--- src/rtl/alu_fu_pkg.sv ---
// Shared types for the integer ALU functional unit and the RS-to-FU issue interface.
package alu_fu_pkg;

  localparam int REG_VAL_WIDTH          = 32;
  localparam int PHYSICAL_REG_NUM_WIDTH = 6;
  localparam int SHAMT_WIDTH            = $clog2(REG_VAL_WIDTH);

  // Encodings 11..15 are left undefined on purpose; the ALU returns zero for them.
  typedef enum logic [3:0] {
    ALU_ADD   = 4'd0,
    ALU_SUB   = 4'd1,
    ALU_AND   = 4'd2,
    ALU_OR    = 4'd3,
    ALU_XOR   = 4'd4,
    ALU_SLL   = 4'd5,
    ALU_SRL   = 4'd6,
    ALU_SRA   = 4'd7,
    ALU_SLT   = 4'd8,
    ALU_SLTU  = 4'd9,
    ALU_PASS2 = 4'd10
  } alu_op_t;

  typedef struct packed {
    alu_op_t alu_op;
    logic    alu_src;
  } control_t;

endpackage

--- src/rtl/FU_IF.sv ---
// Issue interface between the reservation stations and the functional units, one lane per FU.
interface FU_IF
  import alu_fu_pkg::*;
#(
  parameter int NUM_OF_FU = 4
);

  logic [NUM_OF_FU-1:0]              valid;
  logic [NUM_OF_FU-1:0]              ready;
  logic [REG_VAL_WIDTH-1:0]          src1_reg_val [NUM_OF_FU];
  logic [REG_VAL_WIDTH-1:0]          src2_reg_val [NUM_OF_FU];
  logic [PHYSICAL_REG_NUM_WIDTH-1:0] dst_reg_addr [NUM_OF_FU];
  control_t                          control      [NUM_OF_FU];
  logic [REG_VAL_WIDTH-1:0]          immediate    [NUM_OF_FU];

  modport FU (
    input  valid, src1_reg_val, src2_reg_val, dst_reg_addr, control, immediate,
    output ready
  );

  modport RS (
    output valid, src1_reg_val, src2_reg_val, dst_reg_addr, control, immediate,
    input  ready
  );

endinterface

--- src/rtl/alu_core.sv ---
// Purely combinational integer ALU datapath, shared by every FU that needs one.
module alu_core
  import alu_fu_pkg::*;
(
  input  alu_op_t                  i_op,
  input  logic [REG_VAL_WIDTH-1:0] i_src1,
  input  logic [REG_VAL_WIDTH-1:0] i_op2,
  output logic [REG_VAL_WIDTH-1:0] o_result
);

  logic [SHAMT_WIDTH-1:0] w_shamt;

  assign w_shamt = i_op2[SHAMT_WIDTH-1:0];

  // Result select; unknown encodings still produce a value so the op retires normally.
  always_comb begin
    o_result = '0;
    case (i_op)
      ALU_ADD:   o_result = i_src1 + i_op2;
      ALU_SUB:   o_result = i_src1 - i_op2;
      ALU_AND:   o_result = i_src1 & i_op2;
      ALU_OR:    o_result = i_src1 | i_op2;
      ALU_XOR:   o_result = i_src1 ^ i_op2;
      ALU_SLL:   o_result = i_src1 << w_shamt;
      ALU_SRL:   o_result = i_src1 >> w_shamt;
      ALU_SRA:   o_result = $signed(i_src1) >>> w_shamt;
      ALU_SLT:   o_result = {{(REG_VAL_WIDTH-1){1'b0}}, ($signed(i_src1) < $signed(i_op2))};
      ALU_SLTU:  o_result = {{(REG_VAL_WIDTH-1){1'b0}}, (i_src1 < i_op2)};
      ALU_PASS2: o_result = i_op2;
      default:   o_result = '0;
    endcase
  end

endmodule

--- src/rtl/alu_fu.sv ---
// Integer ALU functional unit: two-stage elastic pipeline (EX, WB) between RS issue and the CDB.
module alu_fu
  import alu_fu_pkg::*;
#(
  parameter int NUM_OF_FU = 4,
  parameter int FU_IDX    = 0
)(
  input  logic                              clk,
  input  logic                              rst_n,
  FU_IF.FU                                  fu_if,
  input  logic                              flush,
  output logic                              cdb_valid,
  output logic [PHYSICAL_REG_NUM_WIDTH-1:0] cdb_dst_reg_addr,
  output logic [REG_VAL_WIDTH-1:0]          cdb_value,
  input  logic                              cdb_grant
);

  // An out-of-range lane index falls back to lane 0 instead of indexing past the interface.
  localparam int LANE = ((FU_IDX >= 0) && (FU_IDX < NUM_OF_FU)) ? FU_IDX : 0;

  logic                              r_ex_valid;
  logic [REG_VAL_WIDTH-1:0]          r_ex_src1;
  logic [REG_VAL_WIDTH-1:0]          r_ex_op2;
  alu_op_t                           r_ex_op;
  logic [PHYSICAL_REG_NUM_WIDTH-1:0] r_ex_dst;

  logic                              r_wb_valid;
  logic [REG_VAL_WIDTH-1:0]          r_wb_value;
  logic [PHYSICAL_REG_NUM_WIDTH-1:0] r_wb_dst;

  logic                              w_ex_advance;
  logic                              w_ready;
  logic                              w_issue;
  control_t                          w_ctrl;
  logic [REG_VAL_WIDTH-1:0]          w_op2;
  logic [REG_VAL_WIDTH-1:0]          w_ex_result;

  // Ready is a function of occupancy and grant only, so the RS never sees a valid->ready loop.
  assign w_ex_advance       = !r_wb_valid || cdb_grant;
  assign w_ready            = !r_ex_valid || w_ex_advance;
  assign w_issue            = fu_if.valid[LANE] && w_ready && !flush;
  assign fu_if.ready[LANE]  = w_ready;

  assign w_ctrl = fu_if.control[LANE];
  assign w_op2  = w_ctrl.alu_src ? fu_if.immediate[LANE] : fu_if.src2_reg_val[LANE];

  alu_core u_alu_core (
    .i_op     (r_ex_op),
    .i_src1   (r_ex_src1),
    .i_op2    (r_ex_op2),
    .o_result (w_ex_result)
  );

  // Execute stage: takes a new issue, otherwise empties when its op has moved on.
  always_ff @(posedge clk or negedge rst_n) begin
    if (!rst_n) begin
      r_ex_valid <= 1'b0;
      r_ex_src1  <= '0;
      r_ex_op2   <= '0;
      r_ex_op    <= ALU_ADD;
      r_ex_dst   <= '0;
    end else if (flush) begin
      r_ex_valid <= 1'b0;
    end else if (w_issue) begin
      r_ex_valid <= 1'b1;
      r_ex_src1  <= fu_if.src1_reg_val[LANE];
      r_ex_op2   <= w_op2;
      r_ex_op    <= w_ctrl.alu_op;
      r_ex_dst   <= fu_if.dst_reg_addr[LANE];
    end else if (w_ex_advance) begin
      r_ex_valid <= 1'b0;
    end else begin
      r_ex_valid <= r_ex_valid;
    end
  end

  // Writeback stage: holds its result until granted; a grant during flush still counts as delivered.
  always_ff @(posedge clk or negedge rst_n) begin
    if (!rst_n) begin
      r_wb_valid <= 1'b0;
      r_wb_value <= '0;
      r_wb_dst   <= '0;
    end else if (flush) begin
      r_wb_valid <= 1'b0;
    end else if (w_ex_advance) begin
      r_wb_valid <= r_ex_valid;
      if (r_ex_valid) begin
        r_wb_value <= w_ex_result;
        r_wb_dst   <= r_ex_dst;
      end else begin
        r_wb_value <= r_wb_value;
        r_wb_dst   <= r_wb_dst;
      end
    end else begin
      r_wb_valid <= r_wb_valid;
    end
  end

  assign cdb_valid        = r_wb_valid;
  assign cdb_value        = r_wb_value;
  assign cdb_dst_reg_addr = r_wb_dst;

endmodule

--- src/flat_wrapper.sv ---
// flat-port wrapper written by rule: the top's interface ports become plain ports
module alu_fu_flat import alu_fu_pkg::*;
#(
  parameter int NUM_OF_FU = 4,
  parameter int FU_IDX    = 0
)
  (clk, rst_n, flush, cdb_valid, cdb_dst_reg_addr, cdb_value, cdb_grant, fu_if_valid, fu_if_src1_reg_val, fu_if_src2_reg_val, fu_if_dst_reg_addr, fu_if_control, fu_if_immediate, fu_if_ready);
  FU_IF #(.NUM_OF_FU(NUM_OF_FU)) fu_if_i ();
  input  logic clk;
  input  logic rst_n;
  input  logic flush;
  output logic cdb_valid;
  output logic [PHYSICAL_REG_NUM_WIDTH-1:0] cdb_dst_reg_addr;
  output logic [REG_VAL_WIDTH-1:0] cdb_value;
  input  logic cdb_grant;
  input wire logic [$bits(fu_if_i.valid)-1:0] fu_if_valid;
  input wire logic [$bits(fu_if_i.src1_reg_val)-1:0] fu_if_src1_reg_val;
  input wire logic [$bits(fu_if_i.src2_reg_val)-1:0] fu_if_src2_reg_val;
  input wire logic [$bits(fu_if_i.dst_reg_addr)-1:0] fu_if_dst_reg_addr;
  input wire logic [$bits(fu_if_i.control)-1:0] fu_if_control;
  input wire logic [$bits(fu_if_i.immediate)-1:0] fu_if_immediate;
  output wire logic [$bits(fu_if_i.ready)-1:0] fu_if_ready;
  assign fu_if_i.valid = fu_if_valid;
  assign fu_if_i.src1_reg_val = {>>{fu_if_src1_reg_val}};
  assign fu_if_i.src2_reg_val = {>>{fu_if_src2_reg_val}};
  assign fu_if_i.dst_reg_addr = {>>{fu_if_dst_reg_addr}};
  assign fu_if_i.control = {>>{fu_if_control}};
  assign fu_if_i.immediate = {>>{fu_if_immediate}};
  assign fu_if_ready = fu_if_i.ready;
  alu_fu #(.NUM_OF_FU(NUM_OF_FU), .FU_IDX(FU_IDX)) u_core (.clk(clk), .rst_n(rst_n), .fu_if(fu_if_i), .flush(flush), .cdb_valid(cdb_valid), .cdb_dst_reg_addr(cdb_dst_reg_addr), .cdb_value(cdb_value), .cdb_grant(cdb_grant));
endmodule
--- config.mk ---
export PLATFORM = sky130hd
export DESIGN_NAME = alu_fu_flat
export DESIGN_NICKNAME = d
export VERILOG_FILES = /design/src/rtl/alu_fu_pkg.sv /design/src/rtl/FU_IF.sv /design/src/rtl/alu_core.sv /design/src/rtl/alu_fu.sv /design/src/flat_wrapper.sv
export SDC_FILE = /design/constraint.sdc
export NUM_CORES = 1
export LEC_CHECK = 0
export CAP_MARGIN = 20
export CORE_AREA = 2 2 185 187
export CTS_BUF_LIST = sky130_fd_sc_hd__clkbuf_8
export DETAILED_ROUTE_END_ITERATION = 7
export DIE_AREA = 0 0 187 189
export GPL_TIMING_DRIVEN = 0
export PLACE_DENSITY = 0.73
export REMOVE_ABC_BUFFERS = 1
export SETUP_SLACK_MARGIN = 0.3
export SLEW_MARGIN = 20
export SYNTH_ARGS = -nofsm -noshare
export SYNTH_HDL_FRONTEND = slang
export SYNTH_SLANG_ARGS = --single-unit
--- constraint.sdc ---
create_clock -name clk -period 6.56 [get_ports clk]
set_input_delay 0.984 -clock clk [delete_from_list [all_inputs] [get_ports clk]]
set_output_delay 0.984 -clock clk [all_outputs]
set_load 0.02 [all_outputs]
---- After elaboration in Yosys (flattened, before gate mapping) ----
Cells that the tools add are included.
cells by class
  shifts and indexed selects .............. 3
  reduce and logical (&&, ||, !) cells .... 12
  order comparisons ....................... 2
  add/sub/neg operators ................... 2
  multiplexer cells ....................... 7
  equal/unequal tests ..................... 10
  bitwise logic cells ..................... 4
operators by type and width
  operator                                       number
  case mux 32 bit (11 select lines)              1
  less-than comparator 32 bit                    2
  adder 32 bit                                   1
  bitwise AND 32 bit                             1
  2-to-1 mux 32 bit                              1
  bitwise OR 32 bit                              1
  left shift 32 x 5 -> 32 bit                    1
  right shift 32 x 5 -> 32 bit                   1
  >>> shifter 32 x 5 -> 32 bit                   1
  subtractor 32 bit                              1
  bitwise XOR 32 bit                             1
  == test 4 x 3 -> 1 bit, second input constant  4
  == test 4 bit, second input constant           3
  == test 4 x 2 -> 1 bit, second input constant  2
  2-to-1 mux 1 bit                               5
  == test 4 x 1 -> 1 bit, second input constant  1
  logical NOT 4 bit                              1
  logical NOT 1 bit                              3
  AND reduction 3 bit                            1
  nonzero test 3 bit                             1
  logical AND 1 bit                              2
  logical OR 1 bit                               2
  AND reduction 2 bit                            1
  nonzero test 2 bit                             1
  inverter 1 bit                                 1
storage, ports and cells
  output and inout port bits .............. 43
  input port bits ......................... 436
  flip-flop bits (word level) ............. 114

---- Longest topological paths before layout ----
Gate-level depths: netlist (run 1).
  depth after elaboration ................. 7
  gate-level depth with buffers ........... 15

---- Cells and area by module ----
A second synthesis (run 1) with hierarchy kept.
second synthesis, totals
  cells, all modules ...................... 1586
  area, all modules ....................... 13724.4 µm²
by module, submodules not included
  module    instances  cells each  area each (µm²)
  alu_core  1          1299        8714.6
  alu_fu    1          287         5009.8

---- Least setup slack after synthesis (run 1) ----
OpenSTA, ideal clock, no wires.
  kind .................................... register to register
  start ................................... register u_core.r_ex_op2[2]
  end ..................................... register u_core.r_wb_value[28], in the netlist u_core.cdb_value[28]
  clock period less this slack ............ 3554 ps
  path buffers ............................ 4
  stages on the path, launching flop included .. 16
  arrival time ............................ 3472 ps
  required time ........................... 6478 ps
  slack ................................... 3006 ps
  library setup time ...................... 82 ps
  cells stage by stage .................... dfrtp_1 > buf_2 > inv_1 > buf_2 > buf_2 > buf_2 > ha_1 > o21ba_2 > nor4_1 > o31a_1 > o2111ai_2 > a211oi_1 > o21ai_0 > a21oi_1 > mux2_2 > a31oi_1
on the way
  word-level cells in the longest chain between the ends .. 2
  elaborated cells on any way between the ends .. 6
ends and longest elaborated chain
  element                                    line            source
  start, declared                            alu_fu.sv:23    logic [REG_VAL_WIDTH-1:0] r_ex_op2;
  start signal, assigned                     alu_fu.sv:67    r_ex_op2 <= w_op2;
  subtractor 32 bit (tied with other cells)  alu_core.sv:20  ALU_SUB: o_result = i_src1 - i_op2;
  case mux 32 bit (11 select lines) (*)      alu_core.sv:18  case (i_op)
  end signal, assigned                       alu_fu.sv:88    r_wb_value <= w_ex_result;
  end signal, assigned                       alu_fu.sv:91    r_wb_value <= r_wb_value;
  end, declared                              alu_fu.sv:28    logic [REG_VAL_WIDTH-1:0] r_wb_value;
Every way passes the cells marked *; elsewhere a longest branch is shown, timed or not.
A chain may end at the register's enable or synchronous reset.

---- Worst setup path in the final report (run 1) ----
  start ................................... register u_core.r_ex_op2[4]
  end ..................................... register u_core.r_wb_value[28], in the netlist u_core.cdb_value[28]
The elaborated chain is that of the path after synthesis.

==> results of run 1 <==
[through the flow]
| step | area [um2] | std cells | hold slack [ps] |
|---|---|---|---|
| 5_1_grt | 15700 | 2134 | 424 |
| 6_report | 15700 | 2135 | 403 |
| 3_5_place_dp | 15200 | 2102 | 477 |
| 2_1_floorplan | 12700 | 1476 | 475 |
| 4_1_cts | 15700 | 2134 | 409 |
| 3_3_place_gp | 14800 | 2075 | 463 |
[final cells by class]
cell class | count | area [um2]
Tap cell | 448 | 561
Inverter | 106 | 402
Timing Repair Buffer | 178 | 1840
Clock buffer | 18 | 248
Antenna cell | 1 | 2.50
Multi-Input combinational cell | 1256 | 9570
Clock inverter | 14 | 164
Sequential cell | 114 | 2870
Fill cell | 3287 | 17600
[path summary, 6_finish.rpt]
check | start | to | slack (ps) | cells after the start
min reg2reg | u_core.cdb_value[3] | u_core.cdb_value[3] | 490 | 2
max reg2reg | u_core.r_ex_op2[4] | u_core.cdb_value[28] | 1810 | 10
max in group asynchronous | rst_n | u_core.r_ex_op[0] | 5410 | 2
max | u_core.r_ex_op2[4] | u_core.cdb_value[28] | 1810 | 10
min in group clk | u_core.cdb_value[3] | u_core.cdb_value[3] | 490 | 2
min | rst_n | u_core.cdb_value[3] | 400 | 1
[layer usage]
metal / global-route usage / routed length [um] / share of wire
met5: 0 / 0 / 0
met4: 0.126 / 2060 / 0.039
met3: 0.0582 / 5120 / 0.096
met2: 0.447 / 22800 / 0.43
met1: 0.423 / 23300 / 0.44
[power groups by stage]
stage | Clock [mW] | Combinational, mW | Sequential, mW
floorplan | 0 | 1.51 | 1.13
global placement | 0 | 2.39 | 1.15
detailed placement | 0 | 2.47 | 1.12
CTS | 0.744 | 2.48 | 1.11
global route | 0.768 | 2.71 | 1.14
finish | 0.721 | 2.54 | 1.11
[logic make-up (layout without fill, tap and decap cells)]
logic type | Yosys count | in the layout | share of synthesized area
muxes | 187 | 187 | 0.202
buffers and inverters | 233 | 316 | 0.0742
adders and majority gates | 103 | 103 | 0.0978
other | 1 | 4 | 0.000281
DFF | 114 | 114 | 0.214
xor gates and xnor gates | 22 | 22 | 0.0145
and+or+nand+nor | 435 | 435 | 0.149
AOI/OAI and AO/OA | 506 | 506 | 0.249
[cells in the final DEF, fill, tap and decap left out, types with 26 or more instances in the layout]
cell	n
o21ai_0	147
a22oi_1	29
mux2i_1	75
dfrtp_1	108
ha_1	101
inv_1	101
clkdlybuf4s50_1	149
mux2_2	52
nor2_1	145
mux4_2	60
nand2_1	136
a221oi_1	29
a21oi_1	106
nor3_1	26
[state kept, by name, indices dropped and copies added, names as in the netlist]
signal / cells
u_core.cdb_dst_reg_addr: 6
u_core.cdb_value: 32
u_core.r_ex_op2: 32
u_core.r_ex_src1: 32
u_core.cdb_valid: 1
u_core.r_ex_dst: 6
u_core.r_ex_op: 4
u_core.r_ex_valid: 1
==> flow_summary.ini, run 1 <==
[die]
core.rowCount = 67
ios = 479
core_mm2 = 0.0333
dieWidth_um = 187
initial_utilization = 0.401
dieArea_mm2 = 0.0353
die_height_um = 189

[timing]
fmaxAchievable_ghz = 0.211
timing.setup.tns_ps = 0
grt_setup_unrepaired = false
timing.clock.skew_ps = 27.4
layout_worst_path_cycle_share = 0.724
report.final.slew_viol_count = 0
final_worst_setup_slack_ps = 1810
max_slew_margin = 0.279
hold_viol_final = 0
finalSetupViolations = 0
period_needed_ps = 4750
worst_pin_slew_ps = 1070

[setup_path]
worst_path_largest_cell_delay_ps = 820
timing.critical_path.max_delay_family = compound AO/OA/AOI/OAI gates
crit_path_cell_trace = inv_1 > ha_1 > nor4_1 > o31a_1 > o2111ai_2 > a211oi_1 > o21ai_0 > a21oi_1 > mux2_2 > a31oi_1
critPathCaptureType = flop
critical_path.max_fanout = 33
critical_path_class = flop to flop
worstSetupStartpointType = flop
critical_path_arrival_ps = 5180
timing.critical_path.required_ps = 6990
timing.critical_path.slowest_stage_cell = dfrtp_2
timing.critical_path.buf_inv = 1

[final_layout]
final_net_count = 2212
final_layout_size_suffix_gt1_frac = 0.126
area_delta_synth_final_pct = 17.4
finalCoreUtilization = 0.470

[yosys]
synthesis.instances = 1601
ys_ff_latch = 114
syn-mean-instance-area_um2 = 8.33
synth_area_leader_cell = dfrtp_1
post-synth-top-count-cell = o21ai_0
synth-main-ff-cell = dfrtp_1
synth_top_cells_by_count = o21ai_0 (147), nor2_1 (146), nand2_1 (137)
yosys.cell_types.count = 85
seq_area_frac_synth = 0.214
synth.top_cells.by_area = dfrtp_1 (21%), mux4_2 (10%), ha_1 (9.5%)
number_of_warnings_issued_by_yosys = 3
synth.cell_area_mm2 = 0.0133
yosysTopAreaCellShare = 0.214
postSynth.asyncResetShare = 1.00
synth_enable_flop_cells = 0

[grt]
grt_pass1_wl_um = 80800
grt_pass1_vias = 12900
grt_max_degree = 68
initial_antenna_violation_count = 0
track_usage = 0.300
grt_overflow_total = 0

[placed_design]
port_buffers = 151
dpl.hpwl_um = 40900
dp_slack_ps = 2010
routability_congestion = 0.965

[routing]
via_count = 13700
drt_drc_violations_left = 0
routed_wirelength_um = 53300
wire_per_inst_um = 25.0
via_per_inst = 6.41
final_antenna_net_count = 0
drt_first_iter_violations = 1852
detailedRoute.firstPassIterationCount = 6

[pwr]
pwr-share-clk = 0.165
internal_power_mw = 2.26
power_frac_comb = 0.580
sequentialPowerShare = 0.255
max-vdd-ir-drop_mv = 0.139
power_per_cell_area_mw_per_mm2 = 279
swShare = 0.482
p_sw_mw = 2.11
power_leakage_nw = 6.43
finalPower_mw = 4.37

[cts]
clock_tree.htree_level_count = 4
clk_pin_slew_ps = 90
clk_path_buf_depth = 2
postCtsResizedCells = 0
cts-hold-fix-buffers = 0
insertion_delay_ps = 510
cts-root-buf = clkbuf_8
numClockSinks = 114
tritoncts = yes
tritoncts.num_buffers = 17
post_cts.repair.setup_buffers = 0

[outcome]
status = finished, final reports clean

[flow_run]
max_cap_violations = 0

[hold_path]
holdCritPathClass = input port to asynchronous set/reset pin
Note: power is estimated with default switching activity, not from simulation.
==> inputs of run 2 (changes only) <==
--- a/config.mk
+++ b/config.mk
@@ -11,7 +11,7 @@
 export DETAILED_ROUTE_END_ITERATION = 7
 export DIE_AREA = 0 0 187 189
 export GPL_TIMING_DRIVEN = 0
-export PLACE_DENSITY = 0.73
+export PLACE_DENSITY = 0.76
 export REMOVE_ABC_BUFFERS = 1
 export SETUP_SLACK_MARGIN = 0.3
 export SLEW_MARGIN = 20
==> constraint.sdc (replaced) <==
create_clock -name clk -period 4.3 [get_ports clk]
set_input_delay 0.645 -clock clk [delete_from_list [all_inputs] [get_ports clk]]
set_output_delay 0.645 -clock clk [all_outputs]
set_load 0.02 [all_outputs]
==> flow_summary.ini, run 2 (same netlist as run 1, synthesis figures left out) <==
[outcome]
status = finished, final reports clean

[placed_design]
port_buffers = 151
dpl.hpwl_um = 41300
dp_slack_ps = -730
routability_congestion = 0.965
post-place-cells = 2102

[timing]
timing.setup.tns_ps = 0
timing.clock.skew_ps = 18.4
period_needed_ps = 3960
hold_slack_ps = 80.2
grt_setup_unrepaired = true
finalSetupViolations = 0
final_worst_setup_slack_ps = 339
hold_viol_final = 0
fmaxAchievable_ghz = 0.252
report.final.slew_viol_count = 0
max_slew_margin = 0.313
layout_worst_path_cycle_share = 0.921
worst_pin_slew_ps = 1020

[grt]
grt_pass1_vias = 13100
track_usage = 0.308
grt_pass1_wl_um = 83000
grt_overflow_total = 0
grt_max_degree = 65
initial_antenna_violation_count = 0

[die]
dieWidth_um = 187
core.rowCount = 67
dieArea_mm2 = 0.0353
ios = 479
die_height_um = 189
core_mm2 = 0.0333
initial_utilization = 0.401

[cts]
insertion_delay_ps = 500
numClockSinks = 114
clock_tree.htree_level_count = 4
cts-root-buf = clkbuf_8
clk_pin_slew_ps = 80
clk_path_buf_depth = 2
tritoncts.num_buffers = 17
tritoncts = yes

[pwr]
power_per_cell_area_mw_per_mm2 = 432
finalPower_mw = 6.87
power_leakage_nw = 6.54
max-vdd-ir-drop_mv = 0.216

[final_layout]
layout.filler_cells = 3246
final_layout_size_suffix_gt1_frac = 0.139
diodes = 0
final_net_count = 2224
number_of_standard_cells_in_the_final_layout_excluding_fillers = 2146
final_cell_mix = clkdlybuf4s50_1 (149), o21ai_0 (146), nor2_1 (145)
area_delta_synth_final_pct = 19.4
leading_cell_type_in_the_layout_fill_and_taps_excluded = clkdlybuf4s50_1

[setup_path]
worstSetupStartpointType = flop
timing.critical_path.slowest_stage_cell = dfrtp_4
crit_path_cell_trace = buf_12 > inv_1 > ha_1 > or2_1 > a221oi_2 > a22o_2 > o211ai_4 > o21ai_2 > a311oi_1 > mux2_2 > a221oi_1 > o21ai_1
regToRegSetupSlack_ps = 340
timing.critical_path.required_ps = 4660
critical_path_class = flop to flop
worst_path_largest_cell_delay_ps = 510
critical_path.max_fanout = 42
critPathCaptureType = flop
critical_path_arrival_ps = 4330

[hold_path]
holdCritPathClass = input port to asynchronous set/reset pin

[routing]
drt_drc_violations_left = 0
drt_first_iter_violations = 1628
via_per_inst = 6.45
routed_wirelength_um = 55300
wire_per_inst_um = 25.8
detailedRoute.firstPassIterationCount = 6
final_antenna_net_count = 0
via_count = 13800

[flow_run]
max_cap_violations = 0
run 2: worst max-delay path, delay by kind of cell, from the launching register on:
kind,cells,cell delay (ps)
buffers and inverters,2,570
AND/OR/NAND/NOR,1,280
AO/OA/AOI/OAI,7,1790
multiplexers,1,310
adder cells (fa/ha/maj),1,340
flip-flops,1,510
run 2: timing repair:
action                     CTS  global route
pin swaps                    1             1
setup endpoints to repair   25             9
hold buffers                 0             0
buffers inserted             6             6
hold endpoints to repair     0             0
resized for setup           10             8
run 2: per-layer routing:
layer | up-vias | routed length (um) | track usage
met5 | - | 0 | 0
met4 | 0 | 2170 | 0.119
met3 | 138 | 5640 | 0.0717
met2 | 843 | 23600 | 0.465
met1 | 6760 | 23900 | 0.427
li1 | 6104 | - | -
run 2: layout make-up:
| type | count | area (um2) | area share |
|---|---|---|---|
| well taps | 448 | 561 | 0.0352 |
| clock inverters | 12 | 165 | 0.0104 |
| multi-input cells | 1256 | 9630 | 0.605 |
| flip-flops and latches | 114 | 2880 | 0.181 |
| repair buffers | 190 | 1990 | 0.125 |
| clock buffers | 20 | 275 | 0.0173 |
| inverters | 106 | 417 | 0.0262 |
run 2: final timing paths:
kind	cells past startpoint	endpoint	start
worst max-delay path	12	u_core.cdb_value[29]	u_core.r_ex_op2[1]
worst min-delay path	1	u_core.r_ex_src1[1]	rst_n
worst max register to register	12	u_core.cdb_value[29]	u_core.r_ex_op2[1]
worst min register to register	2	u_core.cdb_value[2]	u_core.cdb_value[2]
max in group asynchronous	2	u_core.r_ex_op2[1]	rst_n
min in group clk	2	u_core.cdb_value[2]	u_core.cdb_value[2]
run 2: metrics by stage:
step                 util  cell area [um2]
floorplan               -            12700
global placement    0.445            14800
CTS                 0.475            15800
detailed placement  0.458            15200
global route        0.478            15900
finish              0.478            15900
run 2: power breakdown:
part	leakage [nW]	switching [mW]	total (mW)	internal, mW
logic	4.90	2.40	4.04	1.64
clock network	0.229	0.502	1.17	0.669
registers	1.41	0.379	1.66	1.28
total	6.54	3.28	6.87	3.59
